**src/rtl/booth_seq_multiplier.sv**
```systemverilog
// Iterative Booth multiplier (signed/unsigned per operation) with valid/ready on both sides.
// Define BOOTH_RADIX4_EN for modified-Booth radix-4 recoding (half the iterations); default is radix-2.
module booth_seq_multiplier #(
   parameter int WIDTH = 32
) (
   input  logic               clk,
   input  logic               resetN,
   input  logic               inValid,
   output logic               inReady,
   input  logic [WIDTH-1:0]   a,
   input  logic [WIDTH-1:0]   b,
   input  logic               signedMode,
   output logic               outValid,
   input  logic               outReady,
   output logic [2*WIDTH-1:0] product,
   output logic               busy
);
   localparam int E  = WIDTH + 2;
   localparam int AW = E + 2;
`ifdef BOOTH_RADIX4_EN
   localparam int ITER = E / 2;
`else
   localparam int ITER = E;
`endif
   localparam int CW = $clog2(ITER + 1);

   typedef enum logic [1:0] {IDLE, CALC, DONE} state_t;
   state_t r_state, w_state_nxt;

   logic signed [AW-1:0]  r_acc;
   logic signed [AW-1:0]  r_m;
   logic [E-1:0]          r_q;
   logic                  r_qm1;
   logic [CW-1:0]         r_cnt;
   logic [2*WIDTH-1:0]    r_product;

   logic                  w_accept;
   logic                  w_last;
   logic signed [AW-1:0]  w_addend;
   logic signed [AW-1:0]  w_sum;
   logic signed [AW-1:0]  w_acc_nxt;
   logic [E-1:0]          w_q_nxt;
   logic                  w_qm1_nxt;

   assign inReady  = (r_state == IDLE);
   assign outValid = (r_state == DONE);
   assign busy     = (r_state != IDLE);
   assign product  = r_product;

   assign w_accept = inReady && inValid;
   assign w_last   = (r_cnt == CW'(1));

   // Booth recoding of the low multiplier bits plus guard bit
   always_comb begin
      w_addend = '0;
`ifdef BOOTH_RADIX4_EN
      case ({r_q[1:0], r_qm1})
         3'b001, 3'b010: w_addend = r_m;
         3'b011:         w_addend = r_m <<< 1;
         3'b100:         w_addend = -(r_m <<< 1);
         3'b101, 3'b110: w_addend = -r_m;
         default:        w_addend = '0;
      endcase
`else
      case ({r_q[0], r_qm1})
         2'b01:   w_addend = r_m;
         2'b10:   w_addend = -r_m;
         default: w_addend = '0;
      endcase
`endif
   end

   assign w_sum = r_acc + w_addend;

`ifdef BOOTH_RADIX4_EN
   assign w_acc_nxt = w_sum >>> 2;
   assign w_q_nxt   = {w_sum[1:0], r_q[E-1:2]};
   assign w_qm1_nxt = r_q[1];
`else
   assign w_acc_nxt = w_sum >>> 1;
   assign w_q_nxt   = {w_sum[0], r_q[E-1:1]};
   assign w_qm1_nxt = r_q[0];
`endif

   always_ff @(posedge clk or negedge resetN) begin
      if (!resetN) r_state <= IDLE;
      else         r_state <= w_state_nxt;
   end

   always_comb begin
      w_state_nxt = r_state;
      case (r_state)
         IDLE:    if (inValid)  w_state_nxt = CALC;
         CALC:    if (w_last)   w_state_nxt = DONE;
         DONE:    if (outReady) w_state_nxt = IDLE;
         default:               w_state_nxt = IDLE;
      endcase
   end

   // Operands are widened by two bits so unsigned MAX and signed MIN both multiply exactly
   always_ff @(posedge clk or negedge resetN) begin
      if (!resetN) begin
         r_acc     <= '0;
         r_m       <= '0;
         r_q       <= '0;
         r_qm1     <= 1'b0;
         r_cnt     <= '0;
         r_product <= '0;
      end else if (w_accept) begin
         r_acc <= '0;
         r_m   <= {{(AW-WIDTH){signedMode & a[WIDTH-1]}}, a};
         r_q   <= {{2{signedMode & b[WIDTH-1]}}, b};
         r_qm1 <= 1'b0;
         r_cnt <= CW'(ITER);
      end else if (r_state == CALC) begin
         r_acc <= w_acc_nxt;
         r_q   <= w_q_nxt;
         r_qm1 <= w_qm1_nxt;
         r_cnt <= r_cnt - CW'(1);
         if (w_last) r_product <= {w_acc_nxt[E-5:0], w_q_nxt};
      end
   end
endmodule
```
**config.mk**
```make
export PLATFORM = sky130hd
export DESIGN_NAME = booth_seq_multiplier
export DESIGN_NICKNAME = d
export VERILOG_FILES = /design/src/rtl/booth_seq_multiplier.sv
export SDC_FILE = /design/constraint.sdc
export NUM_CORES = 1
export LEC_CHECK = 0
export ABC_AREA = 0
export BUFFER_PORTS_ARGS = -buffer_cell sky130_fd_sc_hd__buf_2
export CAP_MARGIN = 25
export CORE_MARGIN = 8
export CORE_UTILIZATION = 34
export DETAILED_ROUTE_END_ITERATION = 10
export PLACE_DENSITY_LB_ADDON = 0.08
export SLEW_MARGIN = 20
export SYNTH_ARGS = -nofsm -noshare
export SYNTH_HDL_FRONTEND = slang
export SYNTH_SLANG_ARGS = --single-unit
```
**constraint.sdc**
```tcl
create_clock -name clk -period 7 [get_ports clk]
set_input_delay 0.35 -clock clk [delete_from_list [all_inputs] [get_ports clk]]
set_output_delay 0.35 -clock clk [all_outputs]
set_load 0.01 [all_outputs]
```
==> summary.md, run 1 <==
| Metric | Value |
|---|---|
| Outcome | finished, final reports clean |
| R2R Path Start | r_m[10]$_DFFE_PN0P_ |
| Main synth FF type | dfrtp_1 |
| # hold bufs at CTS | 0 |
| Dpl ws | 1.704 ns |
| Largest net degree at the start of global routing | 105 |
| Area growth, synth to finish | 18.28% |
| Kind of critical path | reg -> reg |
| RSZ-0062 raised after global routing | false |
| F_max | 203.0 MHz |
| Cell count after synthesis | 1,103 |
| GR Overflow Total | 0 |
| Core area | 27,780 µm² |
| Layout Skew | 0.01930 ns |
| TNS Setup | 0 ns |
| Fraction of layout cells with a size suffix above 1 | 0.1962 |
| Clock buffer depth | 2 |
| CP required | 7.37 ns |
| Total Power | 5957 µW |
| Die height | 184.1 µm |
| First-pass GRT wire length | 43,850 µm |
| Root buf cell | clkbuf_16 |
| All-Layer GR Usage | 0.1599 |
| Leakage power | 0.005485 µW |
| Via density | 5.068 |
| Worst IR drop on VDD | 0.1836 mV |
| Hold Vio Cnt, Final | 0 |
| Endpoint type of the worst setup path | flop |
| Power per cell area | 524.1 nW/µm² |
| Mapped Area | 9609 µm² |
| Post-synth EDFFs | 0 |
| Setup WS post-layout | 2.073 ns |
| Buffers and inverters on the worst path | 0 |
| CTS sink cnt | 175 |
| Post-DR wirelength/cell | 16.82 µm |
| CTS Buf Count | 17 |
| DRT iter0 DRCs | 595 |
| Detailed Place HPWL | 18,320 µm |
| # IOs | 136 |
| DR pass1 iterations | 5 |
| Max-cap viol count | 0 |
| Initial antenna violation count | 8 |
| Final worst-path cycle share | 0.7039 |
| CP max stage delay | 0.57 ns |
| Detailed Route WL | 26,860 µm |
| CP Max Fanout | 8 |
| Storage cell area | 4379 µm² |
| Initial Util | 0.3459 |
| Actual slew at the worst max-slew pin | 0.8732 ns |
| Most Frequent Cell on Critical Path | o21ai_0 |
| Fraction of registers with async set/reset | 1.000 |
| DRC Markers | 0 |
| Post-Syn Nets | 1,213 |
| #FFs+latches synth | 175 |
| Worst reg2reg setup slack | 2.07 ns |
| CTS tree | yes |
| # resized after CTS | 0 |
| Vias in the first global route | 8,041 |
| Post-synthesis area per instance | 8.712 µm² |
| Post-route cell area | 11,370 µm² |
| Placement Cell Area | 10,640 µm² |
| # nets final | 1,315 |
| Final setup viols | 0 |
| Sequential area share after synthesis | 0.4557 |
| Min Tclk post-route | 4.927 ns |
| Multi-input gate area | 4950 µm² |
| Clk_lat worst skew | 0.45 ns |
| Via count | 8,093 |
| Cell variety after synth | 61 |
| Pins over their slew limit | 0 |
| Min-delay worst type | in -> async |
| Port bufs | 135 |
| R2r endpoint | r_acc[34]$_DFFE_PN0P_ |
| R2R cell count | 18 |
| Startpoint Class | flop |
| CP max-delay cell | or4_4 |
| Warnings, synthesis | 0 |
| Clk pin slew, worst setup/hold paths | 0.08 ns |
| CTS HTree Levels | 4 |
| Fill count | 2,881 |
| Number of core rows | 61 |
| Antenna Nets Post-Route | 0 |
| Critical path's top delay family | simple AND/OR/NAND/NOR gates |
| Max_slew headroom | 0.4179 |
| Die ar. | 33,900 µm² |
| Postcts setup bufs | 0 |
| Routability-driven placement congestion ratio | 0.7946 |
| Worst path arrival time | 5.30 ns |
| Die width | 184.1 µm |
| CP cell instances | or4_4 > nor4_4 > nand2_1 > or3_4 > or4_4 > nor2_1 > o21ai_0 > a21oi_1 > ha_1 > a211oi_1 > o21ai_0 > a31o_2 > a21oi_1 > nand2b_1 > o21ai_0 > xor2_1 > or3_1 > nand3_1 |
==> logic make-up (layout without fill, tap and decap cells) <==
family / after synthesis / in the layout / share of synthesized area
and+or+nand+nor: 464 / 464 / 0.2156
AOI/OAI and AO/OA: 269 / 269 / 0.1674
DFF: 175 / 175 / 0.4557
buffers and inverters: 82 / 197 / 0.03216
adders and majority gates: 41 / 41 / 0.05417
xor gates and xnor gates: 36 / 36 / 0.03281
muxes: 36 / 36 / 0.04206
other: 0 / 1 / 0
==> where the power goes <==
part           switching [µW]  total (µW)  internal (µW)
clock                     548        1060            510
sequential                387        1880           1490
combinational            1830        3020           1190
==> worst max-delay path by stage <==
| stage | from | to | slack, ns | cells past startpoint |
|---|---|---|---|---|
| after global routing | r_m[8]$_DFFE_PN0P_ | r_acc[33]$_DFFE_PN0P_ | 1.65 | 18 |
| after CTS | r_qm1$_DFFE_PN0P_ | r_acc[28]$_DFFE_PN0P_ | 1.68 | 17 |
| after floorplan | r_m[12]$_DFFE_PN0P_ | r_acc[34]$_DFFE_PN0P_ | 2.59 | 19 |
| final | r_m[10]$_DFFE_PN0P_ | r_acc[34]$_DFFE_PN0P_ | 2.07 | 18 |
| after global placement | r_qm1$_DFFE_PN0P_ | r_acc[34]$_DFFE_PN0P_ | 1.83 | 17 |
| after detailed placement | r_qm1$_DFFE_PN0P_ | r_acc[28]$_DFFE_PN0P_ | 1.70 | 17 |
==> sequential cells by signal, summed over array words and instances, names as in the netlist <==
| signal | cells |
|---|---|
| product | 64 |
| r_q | 34 |
| r_acc | 35 |
| r_cnt | 6 |
| r_m | 33 |
| r_state | 2 |
| r_qm1 | 1 |
==> synthesized netlist by cell type (5+ instances only) <==
cell | instances | area, µm²
or3_1 | 8 | 50.05
dfrtp_1 | 175 | 4379
buf_1 | 5 | 18.77
inv_1 | 17 | 63.81
nand2_1 | 244 | 915.9
ha_1 | 40 | 500.5
nor4_1 | 5 | 31.28
xnor2_1 | 21 | 183.9
a22oi_1 | 24 | 180.2
mux2_2 | 35 | 394.1
a21oi_1 | 58 | 290.3
o21ai_0 | 108 | 540.5
xor2_1 | 15 | 131.4
and3_1 | 9 | 56.30
nor3_1 | 31 | 155.2
nor2_1 | 79 | 296.5
nand4_1 | 5 | 31.28
o21a_1 | 9 | 67.56
a21o_1 | 14 | 105.1
clkbuf_1 | 58 | 217.7
nand3_1 | 48 | 240.2
a31oi_1 | 22 | 137.6
==> cell type report <==
cell class,instances,share of cell area
multi-input combinational,846,0.4355
clock buffer,17,0.03743
sequential,175,0.3853
inverter,18,0.005945
timing repair buffer,147,0.07343
tap,378,0.04161
clock inverter,15,0.02059
antenna,1,0.0002202
==> per-stage QoR <==
stage            util  instances  hold WS [ns]
2_1_floorplan       -       1103       0.05441
3_3_place_gp   0.3820       1560        0.4600
3_5_place_dp   0.3830       1561        0.4655
4_1_cts        0.4068       1593       0.05306
5_1_grt        0.4090       1596       0.08388
6_report       0.4091       1597       0.01416
==> metal layers <==
| metal | global-route usage | up-vias | wire length, µm |
|---|---|---|---|
| met1 | 0.2064 | 3813 | 12410 |
| met4 | 0.03743 | 16 | 301 |
| met3 | 0.04765 | 35 | 1546 |
| li1 | - | 4081 | - |
| met2 | 0.2601 | 148 | 12520 |
| met5 | 0 | - | 90 |
==> cell usage in the layout, fill, tap and decap left out, types with 31 or more instances in the layout <==
cell and count:
a21oi_1 58, buf_2 134, dfrtp_1 175, ha_1 40, mux2_2 35, nand2_1 242
nand3_1 48, nor2_1 78, nor3_1 31, o21ai_0 108
Power figures use the tool's default switching activity.
==> run 2: changes to the inputs <==
ABC_AREA = 1   (was 0)
clock period = 4.3 ns   (was 7 ns; I/O delays follow)
==> run 2 against run 1 <==
Against the previous run: sequential share of layout area down 4.5 points; area after synthesis increased by 10%; sequential cell count unchanged; via count rose by 29%; final cell count up 32%; non-clock buffer count is 58 higher.
==> summary.md, run 2 <==
| Metric | Value |
|---|---|
| Outcome | finished, final reports clean |
| CP cell instances | inv_1 > ha_1 > nand2_1 > nor2_1 > inv_1 > nor2_1 > nand2_1 > nor2_1 > inv_1 > o211ai_1 > a21oi_1 > ha_1 > nand2_1 > inv_1 > nand2_1 > nor2_1 > nand4_1 > nand3_1 > xor2_1 > nand3_1 > nand2_1 |
| Net Sw Frac | 0.5030 |
| R2R Path Start | r_m[0]$_DFFE_PN0P_ |
| Root buf cell | clkbuf_16 |
| Die height | 192.6 µm |
| Largest area contributor in the netlist | dfrtp_1 |
| Detailed Route WL | 36,350 µm |
| Core area | 30,670 µm² |
| CP required | 4.70 ns |
| Via count | 10,420 |
| Crit path launch | r_m[0]$_DFFE_PN0P_ |
| Die width | 192.6 µm |
| # diodes | 0 |
| Warnings, synthesis | 0 |
| Post-DR wirelength/cell | 17.25 µm |
| Most Frequent Cell on Critical Path | nand2_1 |
| Worst IR drop on VDD | 0.2968 mV |
| Antenna Nets Post-Route | 0 |
| RSZ-0062 raised after global routing | false |
| Min-delay worst type | in -> reg |
| Hold Vio Cnt, Final | 0 |
| Fraction of layout cells with a size suffix above 1 | 0.1134 |
| Max reg flops | 64 |
| CP Max Fanout | 5 |
| Min Tclk post-route | 3.929 ns |
| Post-Syn Nets | 1,633 |
| Area growth, synth to finish | 21.36% |
| Final worst-path cycle share | 0.9138 |
| Final Util | 0.4196 |
| Post-synth EDFFs | 0 |
| Post-synthesis area per instance | 6.962 µm² |
| DR pass1 iterations | 5 |
| # IOs | 136 |
| Pins over their slew limit | 0 |
| GR Overflow Total | 0 |
| F_max | 254.5 MHz |
| All-Layer GR Usage | 0.1981 |
| CP max stage delay | 0.39 ns |
| Most frequent cells in the layout | 512 x nand2_1, 175 x dfrtp_1, 171 x inv_1 |
| Smallest hold slack | 0.02291 ns |
| Clk_lat worst skew | 0.46 ns |
| Cell count after synthesis | 1,523 |
| Actual slew at the worst max-slew pin | 0.9129 ns |
| Initial antenna violation count | 0 |
| Commonest non-fill, non-tap cell in the layout | nand2_1 |
| Dpl ws | 0.4100 ns |
| Final setup viols | 0 |
| Synth top area share | 0.4130 |
| Switch Pwr | 5236 µW |
| Synth top area cells | dfrtp_1 41%, nand2_1 18%, o21ai_0 7.8% |
| Routability-driven placement congestion ratio | 0.9359 |
| Mapped Area | 10,600 µm² |
| Sequential area share after synthesis | 0.4130 |
| Via density | 4.944 |
| Postcts setup bufs | 0 |
| CTS Buf Count | 17 |
| CP max-delay cell | ha_1 |
| Worst path arrival time | 4.32 ns |
| Power per cell area | 809.1 nW/µm² |
| Largest net degree at the start of global routing | 93 |
| CTS HTree Levels | 4 |
| Startpoint Class | flop |
| Endpoint type of the worst setup path | flop |
| Logic pwr share | 0.559 |
| CTS sink cnt | 175 |
| First-pass GRT wire length | 56,810 µm |
| TNS Setup | 0 ns |
| Sequential power share | 0.287 |
| Die ar. | 37,090 µm² |
| Detailed Place HPWL | 27,320 µm |
| Fraction of registers with async set/reset | 1.000 |
| Main synth FF type | dfrtp_1 |
| Most frequent cell after synthesis | nand2_1 |
| DRT iter0 DRCs | 663 |
| Clock buffer depth | 2 |
| Critical path's top delay family | simple AND/OR/NAND/NOR gates |
| Layout Skew | 0.01373 ns |
| Cell variety after synth | 37 |
| Buffers and inverters on the worst path | 4 |
| Port bufs | 135 |
| Kind of critical path | reg -> reg |
| Max-cap viol count | 0 |
| Initial Util | 0.3457 |
| #FFs+latches synth | 175 |
| Setup WS post-layout | 0.3706 ns |
| Fill count | 3,291 |
| # nets final | 1,808 |
| Power Internal | 5174 µW |
| Max_slew headroom | 0.3914 |
| Hold path start | b[3] |
| Number of core rows | 64 |
| Clk pin slew, worst setup/hold paths | 0.07 ns |
| Synth top cells by count | 512 x nand2_1, 175 x dfrtp_1, 173 x inv_1, 166 x o21ai_0, 118 x nor2_1 |
| Vias in the first global route | 10,200 |
| Leakage power | 0.006606 µW |
| CTS tree | yes |
| Clock group share of total power | 0.154 |
| DRC Markers | 0 |
[run 2: cell count changes after synthesis, sizes merged, moves of 9 or more]
cell    previous run  this run
a21oi             58        77
or3               11         0
xnor2             21         1
mux2              35         0
o21ai            109       172
and3               9         0
nor3              32        18
clkbuf            58        41
a31oi             22         1
inv               17       177
a21o              15         0
nand2            245       512
nand3             48        98
nor2              79       120
[run 2: worst reg2reg max path, delay by kind of cell (launching register included)]
kind                       cells  cell delay [ns]
and+or+nand+nor               12             1.84
adders and majority gates      2             0.64
buffers and inverters          4             0.43
DFF                            1             0.36
AOI/OAI and AO/OA              2             0.32
xor gates and xnor gates       1             0.30
[run 2: path summary, 6_finish.rpt]
path                       cells past startpoint  slack (ns)                       to
hold / removal                                 3        0.02       r_q[3]$_DFFE_PN0P_
hold reg to reg                                2        0.48  product[56]$_DFFE_PN0P_
max in group asynchronous                      3        2.99     r_cnt[3]$_DFFE_PN0P_
min in group asynchronous                      2        0.42  product[16]$_DFFE_PN0P_
setup / recovery                              21        0.37    r_acc[18]$_DFFE_PN0P_
setup reg to reg                              21        0.37    r_acc[18]$_DFFE_PN0P_
[run 2: stage by stage]
| stage | power (µW) | area (µm²) | instances |
|---|---|---|---|
| final | 10410 | 12870 | 2107 |
| after global placement | 8766 | 11720 | 2020 |
| after global routing | 11400 | 12870 | 2107 |
| after detailed placement | 8789 | 11720 | 2020 |
| after CTS | 10470 | 12860 | 2107 |
| after floorplan | 6842 | 10600 | 1523 |
[run 2: power groups by stage]
stage	combinational [µW]	clock (µW)	sequential, µW
after global routing	6600	1710	3090
after CTS	5840	1650	2980
final	5820	1600	2990
after global placement	5770	0	3000
after floorplan	3880	0	2970
after detailed placement	5780	0	3010
[run 2: metal layers]
metal  up-vias  track usage  part of all wire  routed length [µm]
met1      4826       0.2719              0.48               17550
met3        36      0.03235             0.050                1817
met5         -            0                 0                   0
met4         0      0.06140             0.019                 685
met2       265       0.3148              0.45               16290
li1       5291            -                 -                   -
[run 2: layout make-up]
type                    instances  area (µm²)  share of cell area
clock inverters                15       167.7             0.01303
clock buffers                  17       425.4             0.03306
repair buffers                205        1358              0.1055
multi-input cells            1122        5378              0.4179
flip-flops and latches        175        4379              0.3403
well taps                     396       495.5             0.03851
inverters                     177       664.4             0.05163
[run 2: kinds of logic (layout without fill, tap and decap cells)]
group | after synthesis | in the layout | share of synthesized area
AOI/OAI and AO/OA | 295 | 295 | 0.1503
DFF | 175 | 175 | 0.4130
adders and majority gates | 41 | 41 | 0.04909
xor gates and xnor gates | 11 | 11 | 0.009086
buffers and inverters | 226 | 414 | 0.08060
muxes | 1 | 1 | 0.0009441
and+or+nand+nor | 774 | 774 | 0.2969
[run 2: timing repair]
item                       CTS  global route
hold buffers                55             0
hold endpoints to repair   144             0
setup endpoints to repair    0             2
resized for setup            0             1
